<file path="config.mk">
export PLATFORM = sky130hd
export DESIGN_NAME = gf180mcu_fd_sc_mcu7t5v0__dlytap_ctrl
export DESIGN_NICKNAME = d
export VERILOG_FILES = /design/src/rtl/gf180mcu_fd_sc_mcu7t5v0__dlytap_ctrl.sv
export SDC_FILE = /design/constraint.sdc
export NUM_CORES = 1
export LEC_CHECK = 0
export CORE_MARGIN = 2
export CORE_UTILIZATION = 51
export DETAILED_ROUTE_END_ITERATION = 10
export GPL_TIMING_DRIVEN = 0
export PLACE_DENSITY = 0.89
export SLEW_MARGIN = 10
export SYNTH_ARGS = -nofsm -noshare
export SYNTH_HDL_FRONTEND = slang
export SYNTH_SLANG_ARGS = --single-unit
</file>
<file path="constraint.sdc">
create_clock -name CLK -period 4.4 [get_ports CLK]
set_input_delay 0.88 -clock CLK [delete_from_list [all_inputs] [get_ports CLK]]
set_output_delay 0.88 -clock CLK [all_outputs]
set_load 0.01 [all_outputs]
</file>
<file path="src/rtl/gf180mcu_fd_sc_mcu7t5v0__dlytap_ctrl.sv">
// Delay-tap selector controller.
// Walks a registered tap pointer one index at a time toward a requested
// target, waiting SETTLE cycles after every step so the external delay
// chain output settles, then pulses TAP_ACK for one cycle.
// Optional feature: define DLYTAP_LOCK_EN to add a LOCK input that blocks
// new requests while idle.
module gf180mcu_fd_sc_mcu7t5v0__dlytap_ctrl #(
  parameter int unsigned NTAP      = 8,
  parameter int unsigned TW        = 3,
  parameter int unsigned SETTLE    = 4,
  parameter int unsigned RESET_TAP = 0
) (
  input  logic            CLK,
  input  logic            RN,
  input  logic [NTAP-1:0] TAPS,
  input  logic            TAP_REQ,
  input  logic [TW-1:0]   TAP_SEL,
`ifdef DLYTAP_LOCK_EN
  input  logic            LOCK,
`endif
  output logic            Z,
  output logic [TW-1:0]   TAP_CUR,
  output logic            BUSY,
  output logic            TAP_ACK
);

  localparam logic [1:0] IDLE = 2'd0;
  localparam logic [1:0] STEP = 2'd1;
  localparam logic [1:0] SETL = 2'd2;
  localparam logic [1:0] DONE = 2'd3;

  localparam logic [TW-1:0] TAP_MAX  = TW'(NTAP - 1);
  localparam logic [TW-1:0] TAP_RST  = TW'(RESET_TAP);
  localparam logic [TW-1:0] TAP_ONE  = TW'(1);
  localparam logic [3:0]    CNT_LOAD = 4'(SETTLE);

  logic [1:0]    state, state_next;
  logic [TW-1:0] target, target_next;
  logic [TW-1:0] cur_next;
  logic [3:0]    cnt, cnt_next;
  logic          accept;
  logic [TW-1:0] sel_clamped;

  // Request qualification and target clamping to the last real tap
  always_comb begin
`ifdef DLYTAP_LOCK_EN
    accept = TAP_REQ && !LOCK;
`else
    accept = TAP_REQ;
`endif
    sel_clamped = (TAP_SEL > TAP_MAX) ? TAP_MAX : TAP_SEL;
  end

  // Next-state logic: accept, single-step, settle, acknowledge
  always_comb begin
    state_next  = state;
    target_next = target;
    cur_next    = TAP_CUR;
    cnt_next    = cnt;
    unique case (state)
      IDLE: begin
        if (accept) begin
          target_next = sel_clamped;
          state_next  = (sel_clamped == TAP_CUR) ? DONE : STEP;
        end
      end
      STEP: begin
        // Target never leaves 0..NTAP-1, so stepping toward it cannot wrap
        if (TAP_CUR < target) begin
          cur_next = TAP_CUR + TAP_ONE;
        end else if (TAP_CUR > target) begin
          cur_next = TAP_CUR - TAP_ONE;
        end
        cnt_next   = CNT_LOAD;
        state_next = SETL;
      end
      SETL: begin
        cnt_next = cnt - 4'd1;
        if (cnt <= 4'd1) begin
          state_next = (TAP_CUR != target) ? STEP : DONE;
        end
      end
      DONE: begin
        state_next = IDLE;
      end
      default: begin
        state_next = IDLE;
      end
    endcase
  end

  // State registers with asynchronous abort to the reset tap
  always_ff @(posedge CLK or negedge RN) begin
    if (!RN) begin
      state   <= IDLE;
      TAP_CUR <= TAP_RST;
      target  <= TAP_RST;
      cnt     <= 4'd0;
    end else begin
      state   <= state_next;
      TAP_CUR <= cur_next;
      target  <= target_next;
      cnt     <= cnt_next;
    end
  end

  // Outputs: tap mux driven only by the registered pointer
  always_comb begin
    Z       = TAPS[TAP_CUR];
    BUSY    = (state != IDLE);
    TAP_ACK = (state == DONE);
  end

endmodule

</file>
==> metrics.md, run 1 <==
| Metric | Value |
|---|---|
| Synth area leaders | `dfrtp_1 36%, ha_1 15%, mux2_2 8.1%` |
| Fin area | `0.00108 mm2` |
| Setup Viol. Count Final | `0` |
| Placed insts | `roughly 110` |
| Synth cell types | `23` |
| Seq cells post-synth | `12` |
| Final RePlAce weighted congestion | `about 0.78` |
| Clk buf depth | `2` |
| Antenna diode count | `0` |
| Port bufs | `19` |
| Sw frac | `41.1%` |
| VDD IR max | `0.397 mV` |
| 1st-pass router iterations | `4` |
| Ys async rst share | `between 90% and 100%` |
| Top-count cell post-synth | `dfrtp_1` |
| Syn Nets | `102` |
| Setup tns final | `0 ps` |
| Io pins | `20` |
| CTS tree | `done` |
| Seq pwr share | `between 20% and 30%` |
| EDFF count, synth | `0` |
| Comb power frac | `approximately 62%` |
| Final ANT Viol Nets | `0` |
| Hold bufs inserted after CTS | `0` |
| Layout cells sized above 1 | `between 10% and 20%` |
| Max-slew headroom | `63.5%` |
| Synth top cells by count | `12 x dfrtp_1, 10 x ha_1, 9 x inv_1, 7 x o21ai_0, 6 x mux2_2` |
| First-pass GRT wire length | `3130 um` |
| CTS H-tree depth | `1` |
| Cell Int Power | `~480 uW` |
| Area growth syn-to-layout | `29.7%` |
| Die width | `44.3 um` |
| Core area | `0.00152 mm2` |
| Critical Path End Type | `output pin` |
| Post-DP HPWL | `1440 um` |
| Rows | `14` |
| CP required | `3520 ps` |
| GRT overflow | `0` |
| Measured slew at the worst slew-check pin | `roughly 550 ps` |
| DRC viols | `0` |
| Total chip power | `810 uW` |
| Worst clock skew | `roughly 9.4 ps` |
| Clock Sink Count | `12` |
| Root Buffer | `clkbuf_4` |
| Hold Crit Depth | `1` |
| Data arrival, critical path | `2550 ps` |
| Die height | `44.3 um` |
| Top cell type's share of synthesized area | `between 30% and 40%` |
| Gate count of the mapped netlist | `77` |
| Leak Pwr | `0.476 nW` |
| Post-place setup slack | `between 900 and 1000 ps` |
| Tcrit/Tclk final | `77.9%` |
| Avg WL per Cell | `15.6 um` |
| Max-slew violations | `0` |
| Routed WL | `1810 um` |
| Worst reg2reg path depth | `7` |
| Fmax | `292 MHz` |
| Initial antenna violation count | `0` |
| Minimum period implied by the final worst setup slack | `3430 ps` |
| Clk network pwr share | `11.4%` |
| Mapped cell area | `830 um2` |
| Switching pwr | `about 330 uW` |
| Cts repair resizes | `0` |
| Avg Inst Size Synth | `10.8 um2` |
| Top_reg_cell synth | `dfrtp_1` |
| Max-Cap Viols | `0` |
| Die area | `0.00197 mm2` |
| Fin nets | `roughly 130` |
| Final WS setup | `972 ps` |
| Crit path kind | `in2out` |
| CTS Buf Count | `3` |
| Biggest area consumer among synthesized cells | `dfrtp_1` |
| # fillers | `113` |
| Clk pin slew, worst setup/hold paths | `70 ps` |
| Ys Warns | `0` |
| Initial Utilization | `54.4%` |
| Pwr dens | `753 mW/mm2` |
| Fin cells | `approximately 120` |
| Postcts setup bufs | `0` |
| Worst-skew pair later-pin latency | `around 290 ps` |
| Worst-path maximum fanout | `1` |
| Via density | `approximately 5.6` |
| Register area share after synthesis | `36.2%` |
| Vias in the first global route | `698` |
| Status | `complete, no violations` |
| Fin. Hold Viols | `0` |
| Total GRT Usage | `22.8%` |
| First-iteration detailed-routing DRC count | `8` |
| Vias | `648` |
| DP Area | `0.00104 mm2` |
| Setup crit start kind | `primary input` |
| Worst hold path class | `reg2reg` |
| RSZ-0062 raised after global routing | `no` |
| Pin count of the biggest net entering global routing | `13` |
==> logic make-up after synthesis <==
group           after synthesis  share of synthesized area, %
simple gates                 16                          10.1
compound gates               14                          9.80
flops                        12                          36.2
fa+ha+maj                    11                          17.5
buf+inv                      10                          5.43
mux                           9                          15.7
xor+xnor                      5                          5.28
==> power by group through the flow <==
stage	Sequential, mW	Clock (mW)	Combinational (mW)
3_3_place_gp	0.211	0	0.467
4_1_cts	0.213	0.0939	0.505
5_1_grt	0.220	0.0995	0.562
3_5_place_dp	0.215	0	0.498
2_1_floorplan	0.210	0	0.340
6_report	0.214	0.0923	0.504
==> metrics by stage <==
stage                     hold WS (ps)  util, %
after CTS                          510     70.6
after global routing               548     70.6
after detailed placement           493     68.2
after floorplan                    479        -
after global placement             488     68.2
final                              512     70.6
==> cell type report <==
type                       count  area, um2  share of cell area [%]
sequential                    12        300                    27.9
timing repair buffer          19        190                    17.7
inverter                       9       33.8                    3.14
buffer                         1       11.3                    1.05
multi-input combinational     55        484                    45.0
clock buffer                   4       36.3                    3.37
tap                           16       20.0                    1.86
==> worst max-delay path: stages <==
cell	delay [ps]
clkdlybuf4s50_1	420
mux4_1	470
mux2_2	280
clkdlybuf4s50_1	490
==> path summary, 6_finish.rpt <==
check / start / end / slack, ps
worst max-delay path: TAPS[3] / Z / 970
worst min-delay path: target[1] / target[1] / 510
worst max register to register: TAP_CUR[2] / TAP_CUR[2] / 2270
worst min register to register: target[1] / target[1] / 510
max in group asynchronous: RN / cnt[1] / 3100
min in group asynchronous: RN / state[0] / 930
==> sequential cells by signal (all words and copies together) (netlist names) <==
| signal | count |
|---|---|
| target | 3 |
| cnt | 4 |
| state | 2 |
| TAP_CUR | 3 |
==> placed cells by master, fill, tap and decap left out, types with 2 or more instances in the layout <==
| cell type | synthesis | routed |
|---|---|---|
| a21oi_1 | 4 | 4 |
| nor2_1 | 3 | 3 |
| xnor2_1 | 5 | 5 |
| clkdlybuf4s50_1 | 0 | 19 |
| dfrtp_1 | 12 | 12 |
| mux2_2 | 6 | 6 |
| mux4_1 | 2 | 2 |
| ha_1 | 10 | 10 |
| nand2_1 | 3 | 3 |
| clkbuf_4 | 0 | 3 |
| nand3_1 | 3 | 3 |
| inv_1 | 9 | 9 |
| nand3b_1 | 2 | 2 |
| o21ai_0 | 7 | 7 |
==> metal layers <==
metal,track usage (%),wire length [um],vias to the layer above
li1,-,-,320
met1,26.6,785,308
met2,38.5,910,14
met3,6.53,71,6
met4,10.3,46,0
met5,0,0,-
Power figures use the tool's default switching activity.
==> inputs of run 2 (changes only) <==
- CORE_UTILIZATION: 51 -> 43
- PLACE_DENSITY: 0.89 -> 0.81
- clock period: 4.4 -> 2.9 ns (I/O delays scaled with it)
==> run 2 against run 1 <==
Compared with the run above:
- combinational power is 47% higher
- largest cell class unchanged
- global-route usage is 4.9 points lower
- critical path type unchanged
- highest routed layer unchanged
- core utilization is 9.0 points lower
- non-clock buffer count stayed put
==> metrics.md, run 2 (synthesis gave the netlist of run 1 again) <==
| Metric | Value |
|---|---|
| Layout cells sized above 1 | `~11%` |
| Antenna diode count | `0` |
| Worst hold path class | `reg2reg` |
| Min-delay src | `target[1]` |
| Capturing point of the worst reg2reg path | `TAP_CUR[2]` |
| Die width | `47.9 um` |
| Clk pin slew, worst setup/hold paths | `70 ps` |
| Fmax | `roughly 350 MHz` |
| Rows | `15` |
| CP required | `2320 ps` |
| Top reg by flops | `cnt` |
| WHS Endpoint | `target[1]` |
| # fillers | `150` |
| Initial Utilization | `a little under half` |
| Area growth syn-to-layout | `31.1%` |
| Area of the multi-input gates | `between 400 and 500 um2` |
| R2R setup slack | `between 800 and 900 ps` |
| Root Buffer | `clkbuf_4` |
| Worst reg2reg path depth | `7` |
| Setup Viol. Count Final | `0` |
| Slowest-stage cell, CP | `mux4_1` |
| Critical Path End Type | `output pin` |
| Minimum period implied by the final worst setup slack | `2840 ps` |
| Worst clock skew | `5.09 ps` |
| Worst r2r src | `TAP_CUR[2]` |
| Routed WL | `1600 um` |
| 1st-pass router iterations | `4` |
| Hold bufs inserted after CTS | `0` |
| Largest registers | `cnt: 4 flops, TAP_CUR: 3 flops, target: 3 flops` |
| DP Area | `0.00105 mm2` |
| Die height | `47.9 um` |
| CTS tree | `done` |
| RSZ-0062 raised after global routing | `no` |
| Port bufs | `19` |
| Fin nets | `126` |
| Critical Path Max Stage Delay | `510 ps` |
| DRC viols | `0` |
| Core area | `between 0.0015 and 0.002 mm2` |
| Final RePlAce weighted congestion | `0.791` |
| Max-slew violations | `0` |
| First-iteration detailed-routing DRC count | `12` |
| Vias | `~650` |
| Max-Cap Viols | `0` |
| Top delay family on crit path | `buffers and inverters` |
| Hold Crit Depth | `1` |
| Crit path kind | `in2out` |
| Fin cells | `125` |
| Tcrit/Tclk final | `97.8%` |
| Sequential Area | `300 um2` |
| Critical-path cell list | `clkdlybuf4s50_1, mux4_1, mux2_2, clkdlybuf4s50_1` |
| Total GRT Usage | `17.9%` |
| Setup tns final | `0 ps` |
| Measured slew at the worst slew-check pin | `511 ps` |
| Data arrival, critical path | `2260 ps` |
| Clk buf depth | `2` |
| Placed insts | `121` |
| VDD IR max | `0.570 mV` |
| Io pins | `20` |
| Die area | `approximately 0.0023 mm2` |
| Initial antenna violation count | `0` |
| GRT overflow | `0` |
| CTS H-tree depth | `1` |
| CP Buf/Inv Count | `2` |
| Worst-path maximum fanout | `1` |
| Cts repair resizes | `0` |
| Postcts setup bufs | `0` |
| Pwr dens | `1100 mW/mm2` |
| Via density | `5.19` |
| CTS Buf Count | `3` |
| Worst-skew pair later-pin latency | `270 ps` |
| First-pass GRT wire length | `2720 um` |
| Leak Pwr | `0.476 nW` |
| Vias in the first global route | `660` |
| Fin. Hold Viols | `0` |
| Final ANT Viol Nets | `0` |
| Most frequent cells in the layout | `19 x clkdlybuf4s50_1, 12 x dfrtp_1, 10 x ha_1, 9 x inv_1, 7 x o21ai_0` |
| Fin area | `~0.0011 mm2` |
| Hold WS | `505 ps` |
| Pin count of the biggest net entering global routing | `13` |
| Status | `complete, no violations` |
| Max-slew headroom | `65.8%` |
| Setup crit start kind | `primary input` |
| Most common cell after layout, fill and taps aside | `clkdlybuf4s50_1` |
| Worst path most repeated cell | `clkdlybuf4s50_1` |
| Clock Sink Count | `12` |
| Avg WL per Cell | `roughly 13 um` |
| Max FFs per register | `4` |
| Post-DP HPWL | `around 1300 um` |
==> run 2: cell counts in the layout (fill, tap and decap cells not counted) <==
No cell type changed its count.
==> run 2: per-stage QoR <==
step | util (%) | total power, mW | setup slack (ps)
3_3_place_gp | 59.6 | 1.02 | 122
2_1_floorplan | - | 0.834 | 932
3_5_place_dp | 59.6 | 1.06 | 52.5
5_1_grt | 61.6 | 1.30 | 39.9
4_1_cts | 61.6 | 1.20 | 52.6
6_report | 61.6 | 1.19 | 64.2
==> run 2: worst reg2reg max path, cell delays in order, from the launching register on <==
cell,delay (ps)
dfrtp_1,470
ha_1,380
a21oi_1,220
nand2_1,100
fa_1,380
and3_1,150
o21bai_1,150
xnor2_1,130
==> run 2: routing by layer <==
metal  track usage, %  wire [um]
met1             19.0        681
met2             29.6        828
met3             7.17         53
met4             10.8         41
met5                0          0
==> run 2: how the worst max path moves through the flow <==
stage / endpoint / cells after the start / slack [ps] / startpoint
after floorplan: Z / 3 / 930 / TAP_CUR[0]
after global placement: Z / 4 / 120 / TAPS[1]
after detailed placement: Z / 4 / 50 / TAPS[5]
after CTS: Z / 4 / 50 / TAPS[5]
after global routing: Z / 4 / 40 / TAPS[5]
final: Z / 4 / 60 / TAPS[5]
==> run 2: power by group <==
group	internal, mW	switching, mW	total [mW]	leakage [nW]
combinational	0.398	0.343	0.741	0.309
clock	0.0764	0.0528	0.129	0.0210
sequential	0.243	0.0809	0.324	0.145
==> run 2: final cells by class <==
type / count / share of cell area [%]
buffer: 1 / 1.04
sequential: 12 / 27.6
tap: 25 / 2.88
inverter: 9 / 3.11
clock buffer: 4 / 3.34
timing repair buffer: 19 / 17.5
multi-input combinational: 55 / 44.5
